===== config.mk =====
export PLATFORM = sky130hd
export DESIGN_NAME = mdu_seq
export DESIGN_NICKNAME = d
export VERILOG_FILES = /design/src/rtl/mdu_seq.sv
export SDC_FILE = /design/constraint.sdc
export NUM_CORES = 1
export LEC_CHECK = 0
export CAP_MARGIN = 20
export CORE_MARGIN = 4
export CORE_UTILIZATION = 31
export CTS_BUF_LIST = sky130_fd_sc_hd__clkbuf_8 sky130_fd_sc_hd__clkbuf_16
export CTS_CLUSTER_DIAMETER = 100
export DETAILED_ROUTE_END_ITERATION = 6
export GPL_ROUTABILITY_DRIVEN = 0
export PLACE_DENSITY = 0.5
export SETUP_SLACK_MARGIN = 0.2
export SYNTH_ARGS = -nofsm -noshare
export SYNTH_HDL_FRONTEND = slang
export SYNTH_SLANG_ARGS = --single-unit

===== constraint.sdc =====
create_clock -name clk -period 5.1 [get_ports clk]
set_clock_uncertainty 0.2 [all_clocks]
set_input_delay 0.765 -clock clk [delete_from_list [all_inputs] [get_ports clk]]
set_output_delay 0.765 -clock clk [all_outputs]
set_load 0.02 [all_outputs]

===== src/rtl/mdu_seq.sv =====
// mdu_seq: multi-cycle RV32M sequencer (external mul array wait, radix-2 restoring divider)
// Ports: clk/rst_n (async active-low); i_valid/o_ready request handshake with i_ctrl, i_dataa, i_datab;
// i_flush aborts the in-flight op; o_busy stalls the pipeline; o_valid/o_result one-cycle result strobe;
// o_mul_a/o_mul_b/o_mul_s drive the external mul array, i_mul_prod returns its product.
// Build option: define MDU_EARLY_OUT_EN to skip the iteration loop when |dividend| < |divisor|.
module mdu_seq #(
  parameter int MUL_CYCLE = 1,
  parameter int DIV_ITER  = 32
) (
  input  logic        clk,
  input  logic        rst_n,
  input  logic        i_valid,
  output logic        o_ready,
  input  logic [3:0]  i_ctrl,
  input  logic [31:0] i_dataa,
  input  logic [31:0] i_datab,
  input  logic        i_flush,
  output logic        o_busy,
  output logic        o_valid,
  output logic [31:0] o_result,
  output logic [31:0] o_mul_a,
  output logic [31:0] o_mul_b,
  output logic [1:0]  o_mul_s,
  input  logic [63:0] i_mul_prod
);
  typedef enum logic [2:0] {IDLE, MUL_WAIT, DIV_RUN, DIV_FIX, DONE} state_t;
  state_t      state;
  logic [5:0]  cnt;
  logic [31:0] rem, quo, dvs;
  logic        rem_op_q, neg_q, neg_r, mul_hi;
  logic        accept, is_mul, is_div, sgn, rem_op, a_neg, b_neg, ovf, special, early, ge;
  logic [31:0] a_mag, b_mag, spec_res;
  logic [32:0] pr, diff;
  assign o_ready = state == IDLE;
  assign o_busy  = state != IDLE;
  assign o_valid = (state == DONE) & ~i_flush;
  assign accept  = i_valid & o_ready & ~i_flush;
  assign is_mul  = i_ctrl[3:2] == 2'b00;
  assign is_div  = i_ctrl inside {4'b0100, 4'b0101, 4'b0110, 4'b1011};
  assign sgn     = i_ctrl == 4'b0100 || i_ctrl == 4'b0110;
  assign rem_op  = i_ctrl == 4'b0110 || i_ctrl == 4'b1011;
  assign a_neg   = sgn & i_dataa[31];
  assign b_neg   = sgn & i_datab[31];
  assign a_mag   = a_neg ? -i_dataa : i_dataa;
  assign b_mag   = b_neg ? -i_datab : i_datab;
  assign ovf     = sgn && i_dataa == 32'h8000_0000 && i_datab == 32'hFFFF_FFFF;
  assign special = !is_div || i_datab == '0 || ovf;
  assign spec_res = !is_div ? '0 :
                    i_datab == '0 ? (rem_op ? i_dataa : 32'hFFFF_FFFF) :
                    ovf ? (rem_op ? '0 : 32'h8000_0000) : '0;
`ifdef MDU_EARLY_OUT_EN
  assign early = a_mag < b_mag;
`else
  assign early = 1'b0;
`endif
  // partial remainder is 33 bits wide so unsigned divisors above 2^31 compare correctly
  assign pr   = {rem, quo[31]};
  assign diff = pr - {1'b0, dvs};
  assign ge   = pr >= {1'b0, dvs};
  always_ff @(posedge clk or negedge rst_n)
    if (!rst_n) begin
      state    <= IDLE;
      cnt      <= '0;
      rem      <= '0;
      quo      <= '0;
      dvs      <= '0;
      o_result <= '0;
      o_mul_a  <= '0;
      o_mul_b  <= '0;
      o_mul_s  <= '0;
      rem_op_q <= 1'b0;
      neg_q    <= 1'b0;
      neg_r    <= 1'b0;
      mul_hi   <= 1'b0;
    end else if (i_flush && state != IDLE) state <= IDLE;
    else case (state)
      IDLE: if (accept) begin
        rem_op_q <= rem_op;
        neg_q    <= a_neg ^ b_neg;
        neg_r    <= a_neg;
        mul_hi   <= |i_ctrl[1:0];
        if (is_mul) begin
          o_mul_a <= i_dataa;
          o_mul_b <= i_datab;
          o_mul_s <= i_ctrl[1:0];
          cnt     <= 6'(MUL_CYCLE);
          state   <= MUL_WAIT;
        end else if (special) begin
          o_result <= spec_res;
          state    <= DONE;
        end else if (early) begin
          rem   <= a_mag;
          quo   <= '0;
          state <= DIV_FIX;
        end else begin
          rem   <= '0;
          quo   <= a_mag;
          dvs   <= b_mag;
          cnt   <= 6'(DIV_ITER);
          state <= DIV_RUN;
        end
      end
      MUL_WAIT: begin
        cnt <= cnt - 6'd1;
        if (cnt == 6'd1) begin
          o_result <= mul_hi ? i_mul_prod[63:32] : i_mul_prod[31:0];
          state    <= DONE;
        end
      end
      DIV_RUN: begin
        rem <= ge ? diff[31:0] : pr[31:0];
        quo <= {quo[30:0], ge};
        cnt <= cnt - 6'd1;
        if (cnt == 6'd1) state <= DIV_FIX;
      end
      DIV_FIX: begin
        o_result <= rem_op_q ? (neg_r ? -rem : rem) : (neg_q ? -quo : quo);
        state    <= DONE;
      end
      DONE:    state <= IDLE;
      default: state <= IDLE;
    endcase
endmodule

==> impl_metrics.yaml <==
status:
  status: "finished clean"
route:
  drc: 0
  wl_per_cell_um: 20.8
  met1_length_um: 24800
  firstDrtPassIters: 5
  route.vias.total: 12900
  top_layer: "met5"
  wl_met3_um: 3790
  drt_wl_total_um: 51200
  drt_iter0_markers: 1019
  route.met2.wl_um: 21700
  antenna_left: 0
  avgViaCountPerCell: 5.27
worst_setup_path:
  r2r_cells: 11
  cp-start-kind: "primary input"
  regToRegEndpoint: "quo[0]"
  crit_path_end_kind: "flop"
  worst-endpoint-required_ns: 5.40
  crit_slowest_cell: "nor4bb_1"
  ff2ff_setup_slack_ns: 1.04
  reg2reg_from: "rem[6]"
  crit_arrival_ns: 4.47
  max_stage_delay_ns: 0.69
  cp_max_fo: 40
  cpMostUsedCell: "or4_1"
  path_class: "primary input to flop"
  worstPathCellList: "clkdlybuf4s50_1 > or4_1 > nor4bb_1 > nand3_1 > nor3_1 > or4_1 > nand2_1 > buf_4 > a21oi_1 > a21o_1"
grt:
  grt_pass1_wl_um: 77400
  antenna_found_initial: 4
  grt_start_max_net_pins: 93
  grt_overflow_total: 0
  track_usage_pct: 20.5
  first_global_vias: 12500
timing:
  worst_pin_slew_ns: 0.923
  relSlewSlack_pct: 37.6
  rsz0062_at_grt: "no"
  finalMaxSlewViolations: 0
  whs_ns: 0.0385
  min_period_ns: 4.17
  timing.final.crit_share_pct: 81.8
  hold_violations: 0
  finalSetupTns_ns: 0
  fmax_mhz: 240
  setup_viol: 0
final_layout:
  nFillCells: 4505
  nets: 2016
  area_growth_pct: 29.0
  drive_above_1_share_pct: 8.92
placed_design:
  numPortBuffers: 236
  dp_hpwl_um: 39000
yosys:
  synth_seq_area_share_pct: 37.3
  synth_cells: 1633
  synth_warnings: 0
  synthesis.nets: 1809
  synth.distinct_cells: 67
  synth-edff-count: 0
  synth_common_cells: "208 x o21ai_0, 207 x dfrtp_1, 172 x nand2_1"
  synth_area_per_cell_um2: 8.51
  synthesis.area_um2: 13900
  yosysTopAreaCell: "dfrtp_1"
  post-synth-top-count-cell: "o21ai_0"
  synthArstFlopShare_pct: 100
  yosys-top-cells-area: "dfrtp_1 37%, o21ai_0 7.5%, a21oi_1 5.1%"
  synth_top_area_share_pct: 37.3
  ys_seq_elements: 207
  ys.flop_type: "dfrtp_1"
power:
  clkPwrFrac_pct: 18.2
  p_seq_share_pct: 29.0
  ir_worst_vdd_mv: 0.335
  switching_share_pct: 44.8
  p_int_w: 0.00610
  comb_power_share_pct: 52.8
  p_leak_nw: 7.43
  cellPowerDensity_nw_per_um2: 617
  switchingPower_w: 0.00496
job:
  maxCapViolCount: 0
clock_tree:
  cts_root_buf: "clkbuf_16"
  postCtsHoldBufs: 0
  cts_setup_buffers: 0
  cts.repair.resized: 0
  path_clk_slew_ns: 0.06
  cts_buffers: 28
  cts_buffer_depth: 3
  htree_num_levels: 1
  cts_tree: "built"
  clock-sinks: 207
  clock_latency_ns: 0.57
die:
  ios: 237
  initial_utilization_pct: 31.4
  die_h_um: 220
  placementRows: 77
  core_region_area_um2: 44200
  design.die.area_um2: 48300
  die_w_um: 220
min_path:
  hp-class: "primary input to async pin"
power by group through the flow:
stage | clock network (W) | registers, W | logic, W
global route | 0.00213 | 0.00331 | 0.00640
finish | 0.00201 | 0.00321 | 0.00584
detailed placement | 0 | 0.00323 | 0.00579
floorplan | 0 | 0.00338 | 0.00335
global placement | 0 | 0.00321 | 0.00576
CTS | 0.00207 | 0.00321 | 0.00582
metal layers:
metal  vias to the layer above  track usage (%)
li1                       6258                -
met1                      6231             30.8
met2                       399             30.5
met3                        58             4.50
met4                         2             4.02
met5                         -                0
registers in the layout, summed over array words and instances, names as in the netlist:
name / count
o_result: 32
o_mul_a: 32
o_mul_b: 32
rem_op_q: 1
quo: 32
neg_r: 1
o_mul_s: 2
state: 3
mul_hi: 1
neg_q: 1
rem: 32
dvs: 32
cnt: 6
cell families (layout without fill, tap and decap cells):
family                     count (synthesis)  count (layout)  share of synthesized area, %
AOI/OAI and AO/OA                        525             525                          22.5
adders and majority gates                 40              40                          3.66
muxes                                     99              99                          7.66
buffers and inverters                    158             386                          4.31
DFF                                      207             207                          37.3
other                                      0               2                             0
and+or+nand+nor                          459             459                          15.5
xor gates and xnor gates                 145             145                          9.14
final cells by class:
| cell class | count | area (um^2) | area share, % |
|---|---|---|---|
| multi-input combinational | 1268 | 8160 | 45.5 |
| sequential | 207 | 5180 | 28.9 |
| timing repair buffer | 270 | 2670 | 14.9 |
| clock buffer | 31 | 742 | 4.14 |
| tap | 592 | 741 | 4.13 |
| inverter | 65 | 244 | 1.36 |
| clock inverter | 20 | 195 | 1.09 |
| antenna | 2 | 5.00 | 0.0279 |
cell usage in the layout, fill, tap and decap left out, types with 5 or more instances in the layout:
cell type | Yosys | layout
clkbuf_16 | 0 | 28
buf_4 | 0 | 31
nor4_1 | 13 | 12
nand4_1 | 15 | 15
or3_1 | 21 | 21
o21ai_0 | 208 | 208
o22ai_1 | 13 | 13
nand3_1 | 16 | 16
nand2_1 | 172 | 172
a22oi_1 | 9 | 9
a21oi_1 | 141 | 141
nor2_1 | 124 | 123
and2_1 | 9 | 9
a21o_1 | 20 | 20
ha_1 | 39 | 39
clkinv_2 | 0 | 8
xor2_1 | 66 | 66
o211ai_1 | 12 | 12
nor2b_1 | 6 | 6
o22a_1 | 8 | 8
and3_1 | 5 | 5
mux2_2 | 59 | 59
mux2i_1 | 40 | 40
inv_1 | 64 | 68
o41ai_1 | 16 | 16
o21a_1 | 5 | 5
a31oi_1 | 20 | 20
a211oi_1 | 9 | 9
nand2b_1 | 14 | 13
o31ai_1 | 27 | 26
clkdlybuf4s50_1 | 0 | 235
dfrtp_1 | 207 | 206
nor3_1 | 27 | 27
xnor2_1 | 79 | 79
or4_1 | 13 | 13
worst max-delay path by stage:
stage                startpoint            to  slack, ns  depth (start not counted)
floorplan           i_datab[14]  o_result[13]       1.55                         11
global placement    i_dataa[14]   o_result[8]       0.46                          9
detailed placement  i_dataa[14]   o_result[3]       0.41                         10
CTS                 i_dataa[14]   o_result[3]       1.00                         10
global route        i_dataa[14]   o_result[0]       0.71                         10
finish              i_dataa[17]   o_result[3]       0.93                         10
critical path, delay by kind of cell:
family	cells	cell delay [ns]
compound gates	2	0.29
simple gates	6	2.46
buf+inv	2	0.93
metrics by stage:
stage / worst slack [ns] / std cells / util [%] / cell area (um^2) / total power (W)
finish: 0.929 / 2455 / 40.6 / 17900 / 0.0111
CTS: 1.00 / 2452 / 40.5 / 17900 / 0.0111
global placement: 0.459 / 2401 / 38.4 / 17000 / 0.00897
global route: 0.708 / 2453 / 40.5 / 17900 / 0.0118
detailed placement: 0.412 / 2401 / 38.4 / 17000 / 0.00903
floorplan: 1.55 / 1633 / - / 13900 / 0.00674
(Power assumes the default switching activity.)
